--- src/rtl/pipe_stage_buffer.sv ---
// pipe_stage_buffer: DEPTH-entry elastic pipeline register between two stages.
// Carries control and data separately so bubbles and killed entries always
// present the NOP control word, with hold (stall), flush and per-entry kill.
module pipe_stage_buffer #(
   parameter int unsigned       DATA_W   = 96,
   parameter int unsigned       CTRL_W   = 8,
   parameter int unsigned       DEPTH    = 2,
   parameter logic [CTRL_W-1:0] NOP_CTRL = '0,
   parameter logic [DATA_W-1:0] NOP_DATA = '0
) (
   input  logic                       clk,
   input  logic                       reset,
   input  logic                       in_valid,
   output logic                       in_ready,
   input  logic                       in_kill,
   input  logic [CTRL_W-1:0]          in_ctrl,
   input  logic [DATA_W-1:0]          in_data,
   output logic                       out_valid,
   input  logic                       out_ready,
   output logic [CTRL_W-1:0]          out_ctrl,
   output logic [DATA_W-1:0]          out_data,
   input  logic                       hold,
   input  logic                       flush,
   output logic [$clog2(DEPTH+1)-1:0] count
);

   localparam int unsigned      CNT_W    = $clog2(DEPTH + 1);
   localparam int unsigned      PTR_W    = (DEPTH > 1) ? $clog2(DEPTH) : 1;
   localparam logic [CNT_W-1:0] FULL_CNT = CNT_W'(DEPTH);
   localparam logic [PTR_W-1:0] LAST_PTR = PTR_W'(DEPTH - 1);

   logic [CTRL_W-1:0] ctrl_q [DEPTH];
   logic [CTRL_W-1:0] ctrl_d [DEPTH];
   logic [DATA_W-1:0] data_q [DEPTH];
   logic [DATA_W-1:0] data_d [DEPTH];
   logic [PTR_W-1:0]  wptr_q, wptr_d;
   logic [PTR_W-1:0]  rptr_q, rptr_d;
   logic [CNT_W-1:0]  count_q, count_d;
   logic              push;
   logic              pop;

   // Handshake: acceptance never looks at out_ready, so a full buffer stays closed.
   always_comb begin
      in_ready  = reset && (count_q < FULL_CNT) && !hold && !flush;
      out_valid = (count_q != '0);
      push      = in_valid && in_ready;
      pop       = out_valid && out_ready && !hold && !flush;
   end

   // Next-state: flush wins over everything; push/pop move modulo-DEPTH pointers.
   always_comb begin
      ctrl_d  = ctrl_q;
      data_d  = data_q;
      wptr_d  = wptr_q;
      rptr_d  = rptr_q;
      count_d = count_q;
      if (flush) begin
         wptr_d  = '0;
         rptr_d  = '0;
         count_d = '0;
      end else begin
         if (push) begin
            ctrl_d[wptr_q] = in_kill ? NOP_CTRL : in_ctrl;
            data_d[wptr_q] = in_kill ? NOP_DATA : in_data;
            wptr_d         = (wptr_q == LAST_PTR) ? '0 : wptr_q + PTR_W'(1);
         end
         if (pop) begin
            rptr_d = (rptr_q == LAST_PTR) ? '0 : rptr_q + PTR_W'(1);
         end
         case ({push, pop})
            2'b10:   count_d = count_q + CNT_W'(1);
            2'b01:   count_d = count_q - CNT_W'(1);
            default: count_d = count_q;
         endcase
      end
   end

   // Head read straight from storage; an empty buffer shows the bubble.
   always_comb begin
      out_ctrl = NOP_CTRL;
      out_data = NOP_DATA;
      if (out_valid) begin
         out_ctrl = ctrl_q[rptr_q];
         out_data = data_q[rptr_q];
      end
      count = count_q;
   end

   // State registers; reset empties the buffer and refills storage with NOPs.
   always_ff @(posedge clk or negedge reset) begin
      if (!reset) begin
         wptr_q  <= '0;
         rptr_q  <= '0;
         count_q <= '0;
         for (int unsigned i = 0; i < DEPTH; i++) begin
            ctrl_q[i] <= NOP_CTRL;
            data_q[i] <= NOP_DATA;
         end
      end else begin
         wptr_q  <= wptr_d;
         rptr_q  <= rptr_d;
         count_q <= count_d;
         ctrl_q  <= ctrl_d;
         data_q  <= data_d;
      end
   end

endmodule

--- config.mk ---
export PLATFORM = sky130hd
export DESIGN_NAME = pipe_stage_buffer
export DESIGN_NICKNAME = d
export VERILOG_FILES = /design/src/rtl/pipe_stage_buffer.sv
export SDC_FILE = /design/constraint.sdc
export NUM_CORES = 1
export LEC_CHECK = 0
export CORE_ASPECT_RATIO = 0.8
export CORE_MARGIN = 1.5
export CORE_UTILIZATION = 45
export CTS_BUF_LIST = sky130_fd_sc_hd__clkbuf_4 sky130_fd_sc_hd__clkbuf_8 sky130_fd_sc_hd__clkbuf_16
export CTS_CLUSTER_SIZE = 24
export DETAILED_ROUTE_END_ITERATION = 10
export PLACE_DENSITY = 0.7
export SLEW_MARGIN = 30
export SYNTH_ARGS = -nofsm -noshare
export SYNTH_HDL_FRONTEND = slang
export SYNTH_SLANG_ARGS = --single-unit
--- constraint.sdc ---
create_clock -name clk -period 1.9 [get_ports clk]
set_input_delay 0.285 -clock clk [delete_from_list [all_inputs] [get_ports clk]]
set_output_delay 0.285 -clock clk [all_outputs]
set_load 0.05 [all_outputs]
# [Word-level counts from Yosys, hierarchy flattened]
# Cells that the tools add are included.
[op_classes] order_cmp=4 bitwise=3 n_eq_ne=2 mux=24 reduce_logical=15 addsub=4
[ops] operator="$mux 96" count=6
[ops] operator="$bwmux 192" count=1
[ops] operator="$demux 96 s1" count=1
[ops] operator="$mux 8" count=6
[ops] operator="$bwmux 16" count=1
[ops] operator="$demux 8 s1" count=1
[ops] operator="$logic_and 1x1->1" count=8
[ops] operator="$mux 1" count=6
[ops] operator="$reduce_bool 2->1" count=3
[ops] operator="$ge 2x2->1 const B" count=2
[ops] operator="$not 1->2" count=2
[ops] operator="$pmux 2 s2" count=1
[ops] operator="$reduce_bool 3->1" count=1
[ops] operator="$add 1x1->1 const B" count=2
[ops] operator="$add 2x1->2 const B" count=1
[ops] operator="$eq 2x1->1 const B" count=1
[ops] operator="$eq 2x2->1 const B" count=1
[ops] operator="$logic_not 1->1" count=2
[ops] operator="$lt 2x1->1 const B" count=1
[ops] operator="$lt 2x2->1 const B" count=1
[ops] operator="$mux 2" count=1
[ops] operator="$reduce_and 2->1" count=1
[ops] operator="$sub 2x1->2 const B" count=1
[ops] operator="$not 1->1" count=1
[word_totals] reg_bits=212 output_inout_bits=108 inputBits=111

# [Longest topological paths before layout]
[depth] word_depth=8 ltp_mapped=5

# [Worst setup path before layout]
# Ideal clock, no wire load.
[synth_timing] kind="register to register" startpoint="reg count_q[1] (netlist: count[1])" endpoint="reg ctrl_q[10] (netlist bit)" period_less_slack_ps=2427 setup_ps=125 stages_incl_launch_ff=6 t_required_ps=1775 path_slack_ps=-527 arrival_time_ps=2302 path_cell_list="dfrtp_1 -> nor4b_4 -> nand3b_2 -> buf_2 -> buf_6 -> mux2_2"
[synth_between] elab_chain_cells=6
[synth_rtl] element="start: declaration" line_no="38" text="logic [CNT_W-1:0] count_q, count_d;"
[synth_rtl] element="start signal: assignment" line_no="102" text="count_q <= count_d;"
[synth_rtl] element="$lt 2x2->1" line_no="44" text="in_ready = reset && (count_q < FULL_CNT) && !hold && !flush;"
[synth_rtl] element="$logic_and 1x1->1 (3 in a row)" line_no="44"
[synth_rtl] element="net in_ready" line_no="14" text="output logic in_ready,"
[synth_rtl] element="$logic_and 1x1->1" line_no="46" text="push = in_valid && in_ready;"
[synth_rtl] element="$reduce_and 2->1 (no source line)"
[synth_rtl] element="end signal: assignment" line_no="103" text="ctrl_q <= ctrl_d;"
[synth_rtl] element="end: declaration" line_no="32" text="logic [CTRL_W-1:0] ctrl_q [DEPTH];"
# The timed path passes the listed nets, and every way through them passes these cells.
# A chain may end at the register's enable or synchronous reset.

# [Worst setup path after layout]
[layout_timing] startpoint="reg rptr_q" endpoint="out out_data[40]"
[layout_between] elab_chain_cells=5
[layout_rtl] element="start: declaration" line_no="37" text="logic [PTR_W-1:0] rptr_q, rptr_d;"
[layout_rtl] element="start signal: assignment" line_no="101" text="rptr_q <= rptr_d;"
[layout_rtl] element="$not 1->2 (implied by the code)" line_no="84" text="out_data = data_q[rptr_q];"
[layout_rtl] element="$mux 96 (implied by the code) (3 in a row)" line_no="84"
[layout_rtl] element="$mux 96" line_no="82" text="if (out_valid) begin"
[layout_rtl] element="end: declaration" line_no="21" text="output logic [DATA_W-1:0] out_data,"
# No other way between the ends. The select of a mux whose other input is x is not followed.

==> flow_metrics.tcl <==
set metrics [dict create \
    status "complete, but fails checks" \
    worstPathRequired_ps 1620 \
    hpwl_um 16900 \
    die-width_um 171 \
    antenna_found_initial 1 \
    num_vias 7187 \
    gr-usage-all-layers 0.219 \
    wl_per_cell_um 19.4 \
    drt-pass1-iter-count 4 \
    p_leak_nw 6.98 \
    multi_input_comb_area_um2 6150 \
    min_period_ps 2170 \
    cts-htree-levels 1 \
    maxSlewHeadroom 0.521 \
    crit_fanout 9 \
    syn_area_per_cell_um2 12.5 \
    clockBufferDepth 3 \
    yosysTopAreaCell "dfrtp_1" \
    drt-total-wl_um 27200 \
    synth-async-reset-ratio 1.00 \
    rows 48 \
    netlist_area_um2 10200 \
    startpoint_type "register" \
    setup_slack_ps -266 \
    maxSlewViolCount 0 \
    drtAntennaViolNets 0 \
    ff_latch_area_um2 5310 \
    grt_pass1_wl_um 40000 \
    synth_edf_count 0 \
    synth_top_area_frac 0.522 \
    rsz0062_at_grt "true" \
    path_clk_slew_ps 60 \
    ys_seq_elements 212 \
    grt_pass1_vias 7282 \
    fin_util 0.760 \
    synthTopCellsByArea "dfrtp_1, mux2_2, mux2i_1, nor2b_1, nor2_1" \
    globalplace.congestion 0.727 \
    cts_buffers 23 \
    drv_cap 0 \
    yosys_warnings 0 \
    die_height_um 137 \
    synth_nets 923 \
    grt_max_degree 130 \
    vias_per_cell 5.12 \
    cts_root_buffer "clkbuf_16" \
    violations "setup timing" \
    tightestPinTransition_ps 719 \
    hold_viol 0 \
    grt_overflow 0 \
    syn-instance-count 812 \
    clk_latency_ps 510 \
    synth_cell_types 24 \
    core_um2 21900 \
    tritoncts "built" \
    drive_gt1_frac 0.578 \
    synthToLayoutAreaGrowth_pct 63.4 \
    power_density_nw_per_um2 770 \
    port_buffers 218 \
    worst_clock_skew_ps 24.2 \
    nFillCells 1436 \
    dieArea_um2 23500 \
    io_pins 219 \
    max-vdd-ir-drop_uv 520 \
    drc_errors 0 \
    crit_arrival_ps 1880 \
    seq_area_frac_synth 0.522 \
    crit_type "register to primary output" \
    tns_ps -20400 \
    ys.flop_type "dfrtp_1" \
    clock_sinks 212 \
    nets 1200 \
    crit_path_end_kind "primary output" \
    start_util 0.465 \
    final-setup-viol-count 136 \
    drt_iter0_markers 248 \
    fin_crit_sh 1.14 \
    hold_class "input port to register" \
    fmax_mhz 462 \
]
[path summary, 6_finish.rpt]
kind / startpoint / to / slack (ps) / depth (start not counted)
worst max register to register: count[1] / ctrl_q[14] / -40 / 8
worst max-delay path: rptr_q / out_data[40] / -270 / 5
worst min-delay path: in_kill / data_q[146] / 380 / 3
max in group asynchronous: reset / data_q[56] / 410 / 4
min in group asynchronous: reset / rptr_q / 410 / 3
worst min register to register: data_q[80] / data_q[80] / 500 / 1
[cell families after synthesis]
group	Yosys count	synth area share
AOI/OAI and AO/OA	7	0.00381
xor gates and xnor gates	1	0.000861
buffers and inverters	57	0.0271
DFF	212	0.522
muxes	312	0.333
and+or+nand+nor	223	0.114
[per-layer routing]
layer  GRT usage  vias up  part of all wire
met3      0.0485       37             0.058
met5           0        -                 0
met1       0.311     3626              0.45
met2       0.347      173              0.47
met4      0.0424        0             0.018
li1            -     3351                 -
[per-stage QoR]
stage	std cells	power (mW)	hold slack (ps)	area, µm²	worst slack, ps
2_1_floorplan	812	7.03	-10.6	10900	-315
3_3_place_gp	1324	7.85	355	13800	-163
3_5_place_dp	1324	7.91	360	13800	-210
4_1_cts	1386	12.5	375	15600	-243
5_1_grt	1404	13.3	404	16600	-309
6_report	1404	12.8	385	16600	-266
[state kept, by name, indices dropped and copies added, names as in the netlist]
| name | count |
|---|---|
| data_q | 192 |
| ctrl_q | 16 |
| wptr_q | 1 |
| count | 2 |
| rptr_q | 1 |
[where the power goes]
| part | internal, mW | switching [mW] | leakage [nW] |
|---|---|---|---|
| logic | 1.66 | 1.35 | 3.79 |
| clock network | 2.38 | 1.79 | 0.357 |
| registers | 5.12 | 0.506 | 2.83 |
[critical path, stage by stage, from the launching register on]
cell       delay (ps)
dfrtp_4           510
buf_12            180
clkbuf_16         190
mux2i_4           200
nor2_4            130
buf_8             160
[synthesized netlist by cell type (2+ instances only)]
cell type  number
clkbuf_1       31
nor2b_1       106
buf_1           6
o21ai_0         3
a21oi_1         2
mux2_2        208
nor4bb_1        2
nand2_1         2
mux2i_1       104
buf_2          13
nor2_1        106
buf_6           6
dfrtp_1       212
[final cells by class]
class                           count  share of cell area
Antenna cell                        1            0.000151
Clock buffer                       30              0.0385
Clock inverter                      9             0.00339
Inverter                            1            0.000376
Multi-Input combinational cell    543               0.370
Sequential cell                   212               0.320
Tap cell                          300              0.0226
Timing Repair Buffer              308               0.245
[repair_timing]
action	in CTS	in global routing
endpoints found under the hold margin	27	0
hold buffers	1	0
cloned	6	12
setup endpoints to repair	106	159
pin swaps	4	5
resized for setup	155	145
buffers inserted	16	6
[placed cells by master, fill, tap and decap left out, types with 3 or more instances in the layout]
| master | instances |
|---|---|
| mux2i_4 | 67 |
| clkbuf_16 | 33 |
| buf_8 | 29 |
| nor2_4 | 79 |
| buf_12 | 49 |
| o21ai_0 | 3 |
| nor2b_1 | 106 |
| clkinv_2 | 6 |
| nor2_2 | 24 |
| nor2_1 | 3 |
| mux2i_1 | 23 |
| mux2_2 | 208 |
| dfrtp_1 | 209 |
| clkdlybuf4s50_1 | 108 |
| clkbuf_4 | 5 |
| mux2i_2 | 14 |
| buf_6 | 74 |
| buf_4 | 27 |
| buf_16 | 9 |
No activity file was read; power rests on OpenSTA's default activity.
